==> src/rtl/mult4_seq_pkg.sv <==
// Shared definitions for the sequential 4x4 shift-and-add multiplier.
package mult4_seq_pkg;

  localparam int unsigned N_ITER = 4;
  localparam int unsigned PW     = 8;
  localparam int unsigned CW     = $clog2(N_ITER);

  typedef enum logic [1:0] {
    IDLE = 2'b00,
    CALC = 2'b01,
    DONE = 2'b10
  } state_t;

endpackage

==> src/rtl/adder4.sv <==
// 4-bit ripple-carry adder: four full-adder stages chained through the carry.
module adder4 (
  input  logic [3:0] A,
  input  logic [3:0] B,
  input  logic       Cin,
  output logic [3:0] Sum,
  output logic       Cout
);

  logic [4:0] c;

  always_comb begin
    c    = '0;
    Sum  = '0;
    c[0] = Cin;
    for (int unsigned i = 0; i < 4; i++) begin
      Sum[i]   = A[i] ^ B[i] ^ c[i];
      c[i + 1] = (A[i] & B[i]) | (c[i] & (A[i] ^ B[i]));
    end
    Cout = c[4];
  end

endmodule

==> src/rtl/mult4_seq.sv <==
// Sequential 4x4 unsigned multiplier: one add/shift iteration per clock on adder4,
// 8-bit product with a one-cycle Done pulse.
module mult4_seq
  import mult4_seq_pkg::*;
(
  input  logic          clk,
  input  logic          rst_n,
  input  logic          Start,
  input  logic [3:0]    A,
  input  logic [3:0]    B,
  output logic          Busy,
  output logic          Done,
  output logic [PW-1:0] Product
);

  state_t          state_q, state_d;
  logic [3:0]      mcand_q, mcand_d;
  logic [3:0]      acc_q, acc_d;
  logic [3:0]      q_q, q_d;
  logic [CW-1:0]   cnt_q, cnt_d;
  logic [PW-1:0]   product_q, product_d;

  logic [3:0]      addend;
  logic [3:0]      sum;
  logic            cout;

  assign addend = q_q[0] ? mcand_q : '0;

  adder4 u_adder4 (
    .A    (acc_q),
    .B    (addend),
    .Cin  (1'b0),
    .Sum  (sum),
    .Cout (cout)
  );

  always_comb begin
    state_d   = state_q;
    mcand_d   = mcand_q;
    acc_d     = acc_q;
    q_d       = q_q;
    cnt_d     = cnt_q;
    product_d = product_q;

    unique case (state_q)
      IDLE, DONE: begin
        if (Start) begin
          mcand_d = A;
          q_d     = B;
          acc_d   = '0;
          cnt_d   = '0;
          state_d = CALC;
        end else begin
          state_d = IDLE;
        end
      end
      CALC: begin
        // Carry-out becomes the new MSB of Acc, so no overflow is ever lost.
        acc_d = {cout, sum[3:1]};
        q_d   = {sum[0], q_q[3:1]};
        cnt_d = cnt_q + 1'b1;
        if (cnt_q == CW'(N_ITER - 1)) begin
          product_d = {cout, sum, q_q[3:1]};
          state_d   = DONE;
        end
      end
      default: state_d = IDLE;
    endcase
  end

  always_ff @(posedge clk or negedge rst_n) begin
    if (!rst_n) begin
      state_q   <= IDLE;
      mcand_q   <= '0;
      acc_q     <= '0;
      q_q       <= '0;
      cnt_q     <= '0;
      product_q <= '0;
    end else begin
      state_q   <= state_d;
      mcand_q   <= mcand_d;
      acc_q     <= acc_d;
      q_q       <= q_d;
      cnt_q     <= cnt_d;
      product_q <= product_d;
    end
  end

  assign Busy    = (state_q == CALC);
  assign Done    = (state_q == DONE);
  assign Product = product_q;

endmodule

==> config.mk <==
export PLATFORM = sky130hd
export DESIGN_NAME = mult4_seq
export DESIGN_NICKNAME = d
export VERILOG_FILES = /design/src/rtl/mult4_seq_pkg.sv /design/src/rtl/adder4.sv /design/src/rtl/mult4_seq.sv
export SDC_FILE = /design/constraint.sdc
export NUM_CORES = 1
export LEC_CHECK = 0
export ABC_AREA = 1
export CAP_MARGIN = 40
export CORE_UTILIZATION = 54
export CTS_CLUSTER_DIAMETER = 60
export DETAILED_ROUTE_END_ITERATION = 8
export DONT_BUFFER_PORTS = 1
export PLACE_DENSITY_LB_ADDON = 0.05
export SYNTH_ARGS = -nofsm -noshare
export SYNTH_HDL_FRONTEND = slang
export SYNTH_SLANG_ARGS = --single-unit
export TNS_END_PERCENT = 5
==> constraint.sdc <==
create_clock -name clk -period 2.55 [get_ports clk]
set_clock_uncertainty 0.2 [all_clocks]
set_input_delay 0.765 -clock clk [delete_from_list [all_inputs] [get_ports clk]]
set_output_delay 0.765 -clock clk [all_outputs]
set_load 0.02 [all_outputs]
==> impl_summary.txt <==
----------------------------------------------------
[Outcome]
  Status ... complete, no violations

[Synthesis]
  Most area-consuming cells after synthesis ... sky130_fd_sc_hd__dfrtp_1 (53%), sky130_fd_sc_hd__nand2_1 (16%), sky130_fd_sc_hd__fa_1 (5.3%)
  Mean instance size in the synthesized netlist ... 9.06 sq um
  Syn Inst Count ... 124
  Fraction of the yosys area taken by sequential cells ... 53.5%
  Post-synthesis net count ... 140
  Top cell type's share of synthesized area ... 53.5%
  Warning count from the yosys run ... 0
  Total of flip-flops plus latches after synthesis ... 24
  Cell taking the most area after synthesis ... sky130_fd_sc_hd__dfrtp_1
  Number of distinct standard cells referenced by the synthesized netlist ... 16
  Mapped Area ... 1120 sq um

[Floorplanning]
  Horizontal die dimension ... 47.6 microns
  Standard-cell rows ... 16
  Die Footprint ... 2270 sq um
  Effective utilization at floorplan ... 57.3%
  Die H ... 47.6 microns
  Ports placed on the boundary ... 21
  Floorplan core area ... 1960 sq um

[Drt]
  Count of unresolved DRC violations after routing ... 0
  Total Routed Length ... 1920 microns
  Post-DR wirelength/cell ... 12.2 microns
  Number of DRC violations after detailed-routing iteration 0 ... 12
  Detail-routed via count per cell ... 5.01
  1st-pass router iterations ... 2
  Antenna viol nets, final ... 0
  Routed vias ... 787

[STA]
  Worst Slack Setup Final ... 0.0975 ns
  Total count of max-transition violations in the final report ... 0
  Total Negative Setup Slacks ... 0 ns
  Final cycle utilization of the critical path ... 96.2%
  Hold slack ... 0.286 ns
  Count of endpoints failing hold in the final timing report ... 0
  Total setup violations reported at the end of the flow ... 0
  Slew HR ... 63.0%
  Slew @ Worst Pin ... 0.553 ns
  Post-route minimum period ... 2.45 ns
  Highest Clock Rate ... 408 MHz
  RSZ-0062 raised after global routing ... false

[Place]
  DPL Wire Length ... 1400 microns
  Buffers added on ports ... 0
  Pre-CTS WS ... 0.00485 ns
  Last weighted congestion value of the routability-driven placer ... 0.800
  Placement Cell Area ... 1150 sq um

[Global routing]
  Routing layer with the top usage in global route ... met2
  Routing usage on met3 ... 3.77%
  Maximum number of pins on one net before global-route repair ... 25
  Met1 global-route usage ... 26.4%
  Antenna violations before repair ... 0
  Wire length of the first global-routing pass ... 2890 microns
  Aggregate global-route resource usage ... 19.0%
  Via count of the first global-routing pass ... 693
  Met2 track utilization from global routing ... 29.9%
  Gr ovfl total ... 0

[Power and ir drop]
  Power per Cell Area ... 1260 nW/um^2
  Sequential share of power ... 46.5%
  Worst vdd rail ir drop ... 0.639 mV
  Pleak ... 0.000664 uW
  Power share of the clock group ... 10.9%
  Switching power ... 699 uW
  Combinational share of power ... 42.6%
  Internal power ... 838 uW
  Switch share ... 45.5%

[Finish]
  Area added between synthesis and finish ... 8.69%
  Nets@finish ... 148
  Post-route cell area ... 1220 sq um
  Share of cells above drive strength 1 ... 19.2%
  Antenna diode count ... 0
  Post-route core utilization ... 62.2%

[Worst setup path]
  Critical path data arrival time ... 2.52 ns
  Launching element type of the critical path ... flop
  Critical Path RT ... 2.61 ns
  Crit path buffers/inverters ... 2
  Path length in cells of the critical path ... 9
  End point of the critical path ... acc_q[2]
  Critical R2R Launch ... q_q[0]
  Slowest stage delay, CP ... 0.42 ns
  Kind of critical path ... reg -> reg
  Critical path origin ... q_q[0]
  Slowest-stage cell, CP ... sky130_fd_sc_hd__dfrtp_1
  Largest delay contributor family on the critical path ... adder cells
  Worst setup slack for register-to-register paths ... 0.1 ns
  FF-to-FF path depth ... 9
  Maximum fanout along the worst path ... 4
  Most used cell, CP ... sky130_fd_sc_hd__fa_2
  Setup crit end kind ... flop
  Worst r2r dst ... acc_q[2]
  Ordered list of cells on the worst path ... nand2_1, inv_1, ha_2, fa_2, fa_2, inv_2, fa_1, or2_4, nand2_2

[CTS]
  Maximum clock path buffer count ... 2
  TritonCTS clock tree ... yes
  Clock root cell ... sky130_fd_sc_hd__clkbuf_4
  Clk pin slew, worst setup/hold paths ... 0.12 ns
  Inserted Clock Buffers ... 3
  Sinks on the clock net ... 24
  H-tree lvl count ... 1
  Skew-Pair Late Insertion Delay ... 0.32 ns

[Min path]
  Hold Path Depth ... 2
  Class of the tightest hold or removal check ... reg -> reg

[Job]
  Maxcap violations ... 0

----------------------------------------------------
[cell families after synthesis]
family                   count (synthesis)  share of synthesized area, %
AND/OR/NAND/NOR                         68                          26.3
flip-flops                              24                          53.5
buffers and inverters                   18                          6.68
AO/OA/AOI/OAI                            9                          6.01
adder cells (fa/ha/maj)                  5                          7.57
[routing by layer]
| layer | part of all wire, % | wire, microns |
|---|---|---|
| met1 | 48 | 928 |
| met2 | 45 | 870 |
| met3 | 4.5 | 87 |
| met4 | 1.5 | 29 |
| met5 | 0 | 0 |
[synth_stat cells, drive strengths merged]
| master | n |
|---|---|
| o21ai | 8 |
| a21oi | 1 |
| nand3 | 12 |
| nor2 | 3 |
| inv | 17 |
| nand2 | 51 |
| buf | 1 |
| ha | 2 |
| or2 | 2 |
| fa | 3 |
| dfrtp | 24 |
[power by group through the flow]
stage | logic (uW) | registers [uW] | clock network (uW)
after floorplan | 506 | 700 | 0
after global placement | 604 | 718 | 0
after CTS | 644 | 716 | 166
after detailed placement | 616 | 727 | 0
final | 654 | 715 | 167
after global routing | 750 | 740 | 186
[stage by stage]
step	std cells	total power, uW
finish	157	1540
global route	157	1680
CTS	156	1520
detailed placement	151	1340
global placement	151	1320
floorplan	124	1210
[tightest hold or removal path, delay by kind of cell, from the launching register on]
kind / cells / cell delay (ns)
AND/OR/NAND/NOR: 2 / 0.09
flip-flops: 1 / 0.37
[final cells by class]
class                      count  area, sq um
clock buffer                   3         22.5
fill                         194          741
inverter                      17         63.8
multi-input combinational     82          460
sequential                    24          601
tap                           27         33.8
timing repair buffer           4         40.0
[worst min path at each step]
stage | from | end
after floorplan | mcand_q[0] | mcand_q[0]
final | mcand_q[2] | mcand_q[2]
after detailed placement | mcand_q[1] | mcand_q[1]
after global placement | cnt_q[1] | cnt_q[1]
after global routing | mcand_q[1] | mcand_q[1]
after CTS | mcand_q[1] | mcand_q[1]
[registers in the layout, summed over array words and instances (netlist names)]
register  flops
Product       8
acc_q         4
mcand_q       4
q_q           4
cnt_q         2
state_q       2
[what timing repair did]
item | CTS | global route
setup endpoints to repair | 1 | 2
hold endpoints to repair | 24 | 0
cloned | 0 | 0
resized for setup | 0 | 6
setup buffers | 1 | 0
pin swaps | 0 | 5
hold buffers | 1 | 0
[cell usage in the layout (no fill, tap or decap), drive strengths merged]
cell type    count
a21oi            1
buf              3
clkbuf           3
dfrtp           24
dlygate4sd3      1
fa               3
ha               2
inv             17
nand2           51
nand3           12
nor2             3
o21ai            8
or2              2
Power figures use the tool's default switching activity.
